<file path="config.mk">
export PLATFORM = sky130hd
export DESIGN_NAME = btb_update_ctrl_flat
export DESIGN_NICKNAME = d
export VERILOG_FILES = /design/src/rtl/btb_pkg.sv /design/src/rtl/btb_update_ctrl_if.sv /design/src/rtl/btb_upd_fifo.sv /design/src/rtl/btb_update_ctrl.sv /design/src/flat_wrapper.sv
export SDC_FILE = /design/constraint.sdc
export NUM_CORES = 1
export LEC_CHECK = 0
export CAP_MARGIN = 20
export CORE_ASPECT_RATIO = 0.5
export CORE_MARGIN = 5
export CORE_UTILIZATION = 35
export CTS_CLUSTER_SIZE = 30
export DETAILED_ROUTE_END_ITERATION = 10
export SYNTH_ARGS = -nofsm -noshare
export SYNTH_HDL_FRONTEND = slang
export SYNTH_SLANG_ARGS = --single-unit
</file>
<file path="constraint.sdc">
create_clock -name clk -period 5.3 [get_ports clk]
set_clock_uncertainty 0.2 [all_clocks]
set_input_delay 1.06 -clock clk [delete_from_list [all_inputs] [get_ports clk]]
set_output_delay 1.06 -clock clk [all_outputs]
set_load 0.005 [all_outputs]
</file>
<file path="src/rtl/btb_pkg.sv">
// Shared definitions for the BTB update controller: geometry, entry layout, FSM encoding.
package btb_pkg;
    localparam int PC_W        = 17;
    localparam int IDX_W       = 5;
    localparam int TAG_W       = PC_W - IDX_W - 2;
    localparam int ENTRY_W     = 1 + TAG_W + PC_W;
    localparam int NUM_ENTRIES = 2 ** IDX_W;
    localparam int CNT_W       = 8;

    localparam int TGT_LSB   = 0;
    localparam int TAG_LSB   = PC_W;
    localparam int VALID_BIT = PC_W + TAG_W;

    typedef enum logic {
        IDLE  = 1'b0,
        SWEEP = 1'b1
    } state_t;

    typedef logic [ENTRY_W-1:0] entry_t;

    typedef struct packed {
        logic [IDX_W-1:0] idx;
        entry_t           entry;
    } upd_t;

    function automatic entry_t make_entry(input logic v, input logic [TAG_W-1:0] tag,
                                          input logic [PC_W-1:0] tgt);
        entry_t e;
        e = '0;
        e[VALID_BIT]                 = v;
        e[TAG_LSB +: TAG_W]          = tag;
        e[TGT_LSB +: PC_W]           = tgt;
        return e;
    endfunction
endpackage

</file>
<file path="src/rtl/btb_update_ctrl_if.sv">
// Resolution, config, flush and BTB write-port signals of the BTB update controller.
interface btb_update_ctrl_if;
    import btb_pkg::*;

    logic              res_valid;
    logic [PC_W-1:0]   res_pc;
    logic              res_taken;
    logic [PC_W-1:0]   res_target;
    logic              res_hit;
    logic              cfg_valid;
    logic [IDX_W-1:0]  cfg_addr;
    entry_t            cfg_wd;
    logic              cfg_ready;
    logic              flush_req;
    logic              flush_busy;
    logic              btb_we;
    logic [IDX_W-1:0]  btb_waddr;
    entry_t            btb_wd;
    logic [CNT_W-1:0]  drop_cnt;

    modport master (
        output res_valid, res_pc, res_taken, res_target, res_hit,
        output cfg_valid, cfg_addr, cfg_wd, flush_req,
        input  cfg_ready, flush_busy, btb_we, btb_waddr, btb_wd, drop_cnt
    );

    modport slave (
        input  res_valid, res_pc, res_taken, res_target, res_hit,
        input  cfg_valid, cfg_addr, cfg_wd, flush_req,
        output cfg_ready, flush_busy, btb_we, btb_waddr, btb_wd, drop_cnt
    );
endinterface

</file>
<file path="src/rtl/btb_upd_fifo.sv">
// Small FIFO for pending BTB updates; pointers carry an extra wrap bit to tell full from empty.
module btb_upd_fifo #(
    parameter int DEPTH = 4,
    parameter int W     = 8
) (
    input  logic         clk,
    input  logic         rst,
    input  logic         clear,
    input  logic         push,
    input  logic         pop,
    input  logic [W-1:0] wdata,
    output logic [W-1:0] rdata,
    output logic         full,
    output logic         empty
);
    localparam int AW = $clog2(DEPTH);

    logic [W-1:0] mem [DEPTH];
    logic [AW:0]  wptr;
    logic [AW:0]  rptr;

    assign empty = (wptr == rptr);
    assign full  = (wptr[AW] != rptr[AW]) && (wptr[AW-1:0] == rptr[AW-1:0]);
    assign rdata = mem[rptr[AW-1:0]];

    always_ff @(posedge clk) begin
        if (push) begin
            mem[wptr[AW-1:0]] <= wdata;
        end
    end

    always_ff @(posedge clk or posedge rst) begin
        if (rst) begin
            wptr <= '0;
            rptr <= '0;
        end else if (clear) begin
            wptr <= '0;
            rptr <= '0;
        end else begin
            if (push) wptr <= wptr + 1'b1;
            if (pop)  rptr <= rptr + 1'b1;
        end
    end
endmodule

</file>
<file path="src/rtl/btb_update_ctrl.sv">
// Owns the BTB write port: arbitrates flush sweep, config writes and queued branch updates.
//   state | meaning
//   IDLE  | serve cfg write, else queued update, else idle
//   SWEEP | invalidate one entry per cycle, idx 0 .. NUM_ENTRIES-1
module btb_update_ctrl
    import btb_pkg::*;
#(
    parameter int QDEPTH         = 4,
    parameter bit FLUSH_ON_RESET = 1'b1
) (
    input logic              clk,
    input logic              rst,
    btb_update_ctrl_if.slave bus
);
    localparam state_t RST_STATE = FLUSH_ON_RESET ? SWEEP : IDLE;

    state_t            state;
    logic [IDX_W-1:0]  idx;
    logic              we_q;
    logic [IDX_W-1:0]  waddr_q;
    entry_t            wd_q;
    logic [CNT_W-1:0]  drop_q;

    upd_t  upd;
    upd_t  q_head;
    logic  upd_valid;
    logic  idle_live;
    logic  pop;
    logic  bypass;
    logic  push_req;
    logic  push;
    logic  drop;
    logic  q_clear;
    logic  q_full;
    logic  q_empty;

    always_comb begin
        upd_valid = bus.res_valid && (bus.res_taken || bus.res_hit);
        upd.idx   = bus.res_pc[IDX_W+1:2];
        upd.entry = bus.res_taken ? make_entry(1'b1, bus.res_pc[PC_W-1:IDX_W+2], bus.res_target)
                                  : '0;
    end

    // An update arriving at an empty queue with the port free skips the FIFO,
    // so a lone update is visible on the write port one cycle after resolution.
    assign idle_live = (state == IDLE) && !bus.flush_req;
    assign pop       = idle_live && !bus.cfg_valid && !q_empty;
    assign bypass    = idle_live && !bus.cfg_valid && q_empty && upd_valid;
    assign push_req  = idle_live && upd_valid && !bypass;
    assign push      = push_req && (!q_full || pop);
    assign drop      = push_req && q_full && !pop;
    assign q_clear   = (state == IDLE) && bus.flush_req;

    btb_upd_fifo #(
        .DEPTH (QDEPTH),
        .W     ($bits(upd_t))
    ) u_fifo (
        .clk   (clk),
        .rst   (rst),
        .clear (q_clear),
        .push  (push),
        .pop   (pop),
        .wdata (upd),
        .rdata (q_head),
        .full  (q_full),
        .empty (q_empty)
    );

    always_ff @(posedge clk or posedge rst) begin
        if (rst) begin
            state   <= RST_STATE;
            idx     <= '0;
            we_q    <= 1'b0;
            waddr_q <= '0;
            wd_q    <= '0;
            drop_q  <= '0;
        end else begin
            if (drop && (drop_q != '1)) begin
                drop_q <= drop_q + 1'b1;
            end
            case (state)
                IDLE: begin
                    if (bus.flush_req) begin
                        state <= SWEEP;
                        idx   <= '0;
                        we_q  <= 1'b0;
                    end else if (bus.cfg_valid) begin
                        we_q    <= 1'b1;
                        waddr_q <= bus.cfg_addr;
                        wd_q    <= bus.cfg_wd;
                    end else if (pop) begin
                        we_q    <= 1'b1;
                        waddr_q <= q_head.idx;
                        wd_q    <= q_head.entry;
                    end else if (bypass) begin
                        we_q    <= 1'b1;
                        waddr_q <= upd.idx;
                        wd_q    <= upd.entry;
                    end else begin
                        we_q <= 1'b0;
                    end
                end
                SWEEP: begin
                    we_q    <= 1'b1;
                    waddr_q <= idx;
                    wd_q    <= '0;
                    idx     <= idx + 1'b1;
                    if (&idx) begin
                        state <= IDLE;
                        idx   <= '0;
                    end
                end
                default: begin
                    state <= IDLE;
                    we_q  <= 1'b0;
                end
            endcase
        end
    end

    assign bus.btb_we     = we_q;
    assign bus.btb_waddr  = waddr_q;
    assign bus.btb_wd     = wd_q;
    assign bus.drop_cnt   = drop_q;
    assign bus.flush_busy = (state == SWEEP);
    assign bus.cfg_ready  = (state == IDLE);
endmodule
</file>
<file path="src/flat_wrapper.sv">
// flat-port wrapper written by rule: the top's interface ports become plain ports
module btb_update_ctrl_flat import btb_pkg::*;
#(
    parameter int QDEPTH         = 4,
    parameter bit FLUSH_ON_RESET = 1'b1
)
  (clk, rst, bus_res_valid, bus_res_pc, bus_res_taken, bus_res_target, bus_res_hit, bus_cfg_valid, bus_cfg_addr, bus_cfg_wd, bus_flush_req, bus_cfg_ready, bus_flush_busy, bus_btb_we, bus_btb_waddr, bus_btb_wd, bus_drop_cnt);
  btb_update_ctrl_if bus_i ();
  input logic clk;
  input logic rst;
  input wire logic [$bits(bus_i.res_valid)-1:0] bus_res_valid;
  input wire logic [$bits(bus_i.res_pc)-1:0] bus_res_pc;
  input wire logic [$bits(bus_i.res_taken)-1:0] bus_res_taken;
  input wire logic [$bits(bus_i.res_target)-1:0] bus_res_target;
  input wire logic [$bits(bus_i.res_hit)-1:0] bus_res_hit;
  input wire logic [$bits(bus_i.cfg_valid)-1:0] bus_cfg_valid;
  input wire logic [$bits(bus_i.cfg_addr)-1:0] bus_cfg_addr;
  input wire logic [$bits(bus_i.cfg_wd)-1:0] bus_cfg_wd;
  input wire logic [$bits(bus_i.flush_req)-1:0] bus_flush_req;
  output wire logic [$bits(bus_i.cfg_ready)-1:0] bus_cfg_ready;
  output wire logic [$bits(bus_i.flush_busy)-1:0] bus_flush_busy;
  output wire logic [$bits(bus_i.btb_we)-1:0] bus_btb_we;
  output wire logic [$bits(bus_i.btb_waddr)-1:0] bus_btb_waddr;
  output wire logic [$bits(bus_i.btb_wd)-1:0] bus_btb_wd;
  output wire logic [$bits(bus_i.drop_cnt)-1:0] bus_drop_cnt;
  assign bus_i.res_valid = bus_res_valid;
  assign bus_i.res_pc = bus_res_pc;
  assign bus_i.res_taken = bus_res_taken;
  assign bus_i.res_target = bus_res_target;
  assign bus_i.res_hit = bus_res_hit;
  assign bus_i.cfg_valid = bus_cfg_valid;
  assign bus_i.cfg_addr = bus_cfg_addr;
  assign bus_i.cfg_wd = bus_cfg_wd;
  assign bus_i.flush_req = bus_flush_req;
  assign bus_cfg_ready = bus_i.cfg_ready;
  assign bus_flush_busy = bus_i.flush_busy;
  assign bus_btb_we = bus_i.btb_we;
  assign bus_btb_waddr = bus_i.btb_waddr;
  assign bus_btb_wd = bus_i.btb_wd;
  assign bus_drop_cnt = bus_i.drop_cnt;
  btb_update_ctrl #(.QDEPTH(QDEPTH), .FLUSH_ON_RESET(FLUSH_ON_RESET)) u_core (.clk(clk), .rst(rst), .bus(bus_i));
endmodule
</file>
==> metrics.log <==
[metrics] cell taking the most area after synthesis: sky130_fd_sc_hd__edfxtp_1
[metrics] critical path capture point type: register
[metrics] Post-Syn Area: ~8000 µm²
[metrics] IR drop worst, VDD: approximately 0.0002 V
[metrics] Ports: 118
[metrics] overall die area: 26,700 µm²
[metrics] clock network latency to the later pin of the worst-skew pair: between 400 and 500 ps
[metrics] kind of start point of the critical path: input pin
[metrics] global-route congestion overflow total: 0
[metrics] top post-synthesis cells by count: sky130_fd_sc_hd__edfxtp_1, sky130_fd_sc_hd__a21oi_1, sky130_fd_sc_hd__nor2_1
[metrics] Clk network pwr share: 0.313
[metrics] number of vias after detailed routing: around 5,200
[metrics] Post-Syn Nets: 683
[metrics] worst min-delay path category: register to register
[metrics] post-place instance area: roughly 9600 µm²
[metrics] Internal: 2.846 mW
[metrics] cell types with the largest area share after synthesis: sky130_fd_sc_hd__edfxtp_1, sky130_fd_sc_hd__dfrtp_1, sky130_fd_sc_hd__mux4_2, sky130_fd_sc_hd__a21oi_1, sky130_fd_sc_hd__nor2_1
[metrics] input/output buffers: between 100 and 150
[metrics] register area: roughly 5300 µm²
[metrics] unrepaired setup endpoints after global routing: no
[metrics] highest clock rate: 0.2682 GHz
[metrics] FILL cells: 2,036
[metrics] Post-Layout Cell Count: slightly above 1,000
[metrics] dominant cell by count in the synthesized netlist: sky130_fd_sc_hd__edfxtp_1
[metrics] clock buffer count from CTS: 17
[metrics] number of hold-slack violations in the final timing report: 0
[metrics] Max FO, Critical Path: 28
[metrics] post-CTS setup repair buffer count: 0
[metrics] residual antenna-violating net count after detailed routing: 0
[metrics] run status: complete, no violations
[metrics] hold wc startpoint: u_core.bus.drop_cnt[7]
[metrics] worst hold-check slack: roughly 280 ps
[metrics] share of flip-flops with an asynchronous set or reset after synthesis: 0.2903
[metrics] num rows: 39
[metrics] summed negative setup slack over all endpoints: 0 ps
[metrics] Clock Pin Slew Worst Setup and Hold Paths: approximately 70 ps
[metrics] number of nets in the finished design: a little under 800
[metrics] switching power total: between 1 and 1.5 mW
[metrics] sequential fraction of the synthesis area: 0.6502
[metrics] level count of the clock H-tree: 4
[metrics] count of final setup violators: 0
[metrics] final non-filler cell area: between 10,000 and 15,000 µm²
[metrics] LEAKAGE: around 3.7 nW
[metrics] max-cap viol count: 0
[metrics] detailed-route wire length: approximately 19 mm
[metrics] Final HPWL DP: ~12 mm
[metrics] Avg Inst Size Synth: approximately 14 µm²
[metrics] Least-Margin Pin Slew: 1062 ps
[metrics] WS Path Type: input pin to register
[metrics] pins over their slew limit: 0
[metrics] minimum setup slack in the final design: between 1500 and 2000 ps
[metrics] die span in x: between 200 and 250 µm
[metrics] sequential share of power: 0.443
[metrics] portion of synthesized cell area occupied by the leading cell type: 0.4848
[metrics] total chip power: ~3.9 mW
[metrics] reg2reg end: u_core.u_fifo.mem[3][23]
[metrics] Die Y-Extent: roughly 120 µm
[metrics] Post-Syn Instances: 601
[metrics] maximum clock path buffer count: 2
[metrics] global-route wire length before repair: around 30 mm
[metrics] gr usage total: 0.1438
[metrics] Post-synth EDFFs: roughly 130
[metrics] # resized after CTS: 0
[metrics] Hold Buf Count CTS: 0
[metrics] part of the power in combinational logic: 0.245
[metrics] initial antenna violation count: 0
[metrics] flop-to-flop setup slack: 2160 ps
[metrics] CTS tree: built
[metrics] Yosys cell types: between 40 and 50
[metrics] pin count of the biggest net entering global routing: 100
[metrics] fraction of final layout cells with drive strength greater than 1: 0.1198
[metrics] initial standard-cell utilization of the core: 0.3573
[metrics] worst reg2reg startpoint: u_core.u_fifo.rptr[1]
[metrics] fraction of power spent switching nets: 0.2733
[metrics] pre-CTS worst setup slack: about 1100 ps
[metrics] worst path required time: approximately 5200 ps
[metrics] area growth from synthesis to layout: 24.47%
[metrics] number of clock sinks seen by CTS: about 190
[metrics] share of the cycle needed by the critical path after routing: 0.7034
[metrics] footprint of the multi-input gates: between 2000 and 3000 µm²
[metrics] vias per std cell: 5.053
[metrics] number of cells traversed by the worst hold path: 1
[metrics] CTS Root Buffer Type: sky130_fd_sc_hd__clkbuf_16
[metrics] number of search-and-repair iterations in the first detailed-routing pass: 6
[metrics] diode insertion count for antenna repair: 0
[metrics] routed wirelength normalized by instance count: roughly 18 µm
[metrics] final weighted congestion of routability-driven global placement: roughly 0.7
[metrics] number of warnings issued by yosys: 0
[metrics] vias in the first global route: between 5,000 and 6,000
[metrics] register bit total from synthesis: roughly 190
[metrics] hold path endpoint: u_core.bus.drop_cnt[7]
[metrics] core area: approximately 23,000 µm²
[metrics] Final Util: 0.4447
[metrics] pwr/cell area: 384.8 nW/µm²
[metrics] final worst path period need: 3728 ps
[metrics] most instantiated flip-flop cell in the synthesis netlist: sky130_fd_sc_hd__edfxtp_1
[metrics] placed insts: ~990
[metrics] Data arrival, critical path: between 3000 and 4000 ps
[metrics] Worst Reg2Reg Path Length in Cells: 6
[metrics] headroom to the max-slew limit: 0.2922
[metrics] DRC violation count after routing: 0
[metrics] First DRT Iteration DRCs: 397
-- routing by layer --
| layer | GRT usage | part of all wire |
|---|---|---|
| met4 | 0.03605 | 0.012 |
| met5 | 0 | 0 |
| met2 | 0.2382 | 0.49 |
| met1 | 0.1935 | 0.46 |
| met3 | 0.03190 | 0.038 |
-- placed cells by master (no fill, tap or decap), types with 2 or more instances in the layout --
| cell type | count |
|---|---|
| sky130_fd_sc_hd__nand2b_1 | 2 |
| sky130_fd_sc_hd__mux4_2 | 33 |
| sky130_fd_sc_hd__nand4_1 | 3 |
| sky130_fd_sc_hd__o311ai_0 | 8 |
| sky130_fd_sc_hd__xnor2_1 | 8 |
| sky130_fd_sc_hd__and2_2 | 4 |
| sky130_fd_sc_hd__inv_6 | 3 |
| sky130_fd_sc_hd__and4_1 | 2 |
| sky130_fd_sc_hd__clkbuf_16 | 17 |
| sky130_fd_sc_hd__clkbuf_1 | 2 |
| sky130_fd_sc_hd__and3_1 | 3 |
| sky130_fd_sc_hd__inv_2 | 2 |
| sky130_fd_sc_hd__a21oi_1 | 69 |
| sky130_fd_sc_hd__and2_1 | 29 |
| sky130_fd_sc_hd__xor2_1 | 3 |
| sky130_fd_sc_hd__nor2b_1 | 2 |
| sky130_fd_sc_hd__nand2_1 | 37 |
| sky130_fd_sc_hd__clkinv_2 | 4 |
| sky130_fd_sc_hd__xnor2_2 | 2 |
| sky130_fd_sc_hd__nor2_1 | 65 |
| sky130_fd_sc_hd__o311ai_1 | 24 |
| sky130_fd_sc_hd__o21ai_0 | 8 |
| sky130_fd_sc_hd__inv_1 | 36 |
| sky130_fd_sc_hd__a31oi_1 | 2 |
| sky130_fd_sc_hd__mux2i_1 | 3 |
| sky130_fd_sc_hd__ha_1 | 8 |
| sky130_fd_sc_hd__edfxtp_1 | 132 |
| sky130_fd_sc_hd__dfrtp_2 | 2 |
| sky130_fd_sc_hd__dfrtp_1 | 51 |
| sky130_fd_sc_hd__buf_4 | 9 |
| sky130_fd_sc_hd__bufinv_16 | 2 |
| sky130_fd_sc_hd__nand3_1 | 4 |
| sky130_fd_sc_hd__clkdlybuf4s50_1 | 114 |
| sky130_fd_sc_hd__clkinv_1 | 3 |
| sky130_fd_sc_hd__or3_1 | 5 |
-- worst max-delay path by stage --
stage	cells after the start	to	start	slack [ps]
final	6	u_core.u_fifo.mem[3][23]	bus_flush_req	1570
after global routing	6	u_core.u_fifo.mem[3][23]	bus_flush_req	1380
after floorplan	5	u_core.u_fifo.wptr[2]	bus_flush_req	2010
after global placement	6	u_core.u_fifo.mem[3][30]	bus_flush_req	1140
after CTS	6	u_core.u_fifo.mem[3][23]	bus_flush_req	1560
after detailed placement	6	u_core.u_fifo.mem[3][31]	bus_flush_req	1110
-- cells by family (layout without fill, tap and decap cells) --
| family | count (synthesis) | in the layout | share of synthesized area |
|---|---|---|---|
| fa+ha+maj | 8 | 8 | 0.01224 |
| xor+xnor | 13 | 13 | 0.01576 |
| flops | 186 | 186 | 0.6502 |
| simple gates | 158 | 158 | 0.09013 |
| compound gates | 121 | 121 | 0.09380 |
| buf+inv | 77 | 194 | 0.04055 |
| mux | 38 | 38 | 0.09732 |
-- critical path, cell delays in order --
cell	delay [ps]
sky130_fd_sc_hd__clkdlybuf4s50_1	580
sky130_fd_sc_hd__nor2_2	380
sky130_fd_sc_hd__o211ai_1	240
sky130_fd_sc_hd__a21oi_2	320
sky130_fd_sc_hd__and2_2	760
sky130_fd_sc_hd__buf_4	300
-- flip-flops by register name, indices dropped and copies added, names as in the netlist --
register               flops
u_core.bus.btb_waddr       5
u_core.bus.btb_wd         28
u_core.bus.btb_we          1
u_core.bus.drop_cnt        8
u_core.bus.flush_busy      1
u_core.idx                 5
u_core.u_fifo.mem        132
u_core.u_fifo.rptr         3
u_core.u_fifo.wptr         3
-- power by group through the flow --
stage | Combinational (mW) | Sequential, mW | Clock, mW
finish | 0.958 | 1.73 | 1.23
global route | 1.06 | 1.75 | 1.31
CTS | 0.978 | 1.73 | 1.25
detailed placement | 0.973 | 1.76 | 0
global placement | 0.961 | 1.76 | 0
floorplan | 0.648 | 1.75 | 0
-- layout make-up --
class | instances | share of cell area
clock buffers | 19 | 0.04254
repair buffers | 124 | 0.1207
clock inverters | 13 | 0.01229
flip-flops and latches | 186 | 0.5226
inverters | 38 | 0.01402
multi-input cells | 338 | 0.2501
well taps | 307 | 0.03774
(Power assumes the default switching activity.)
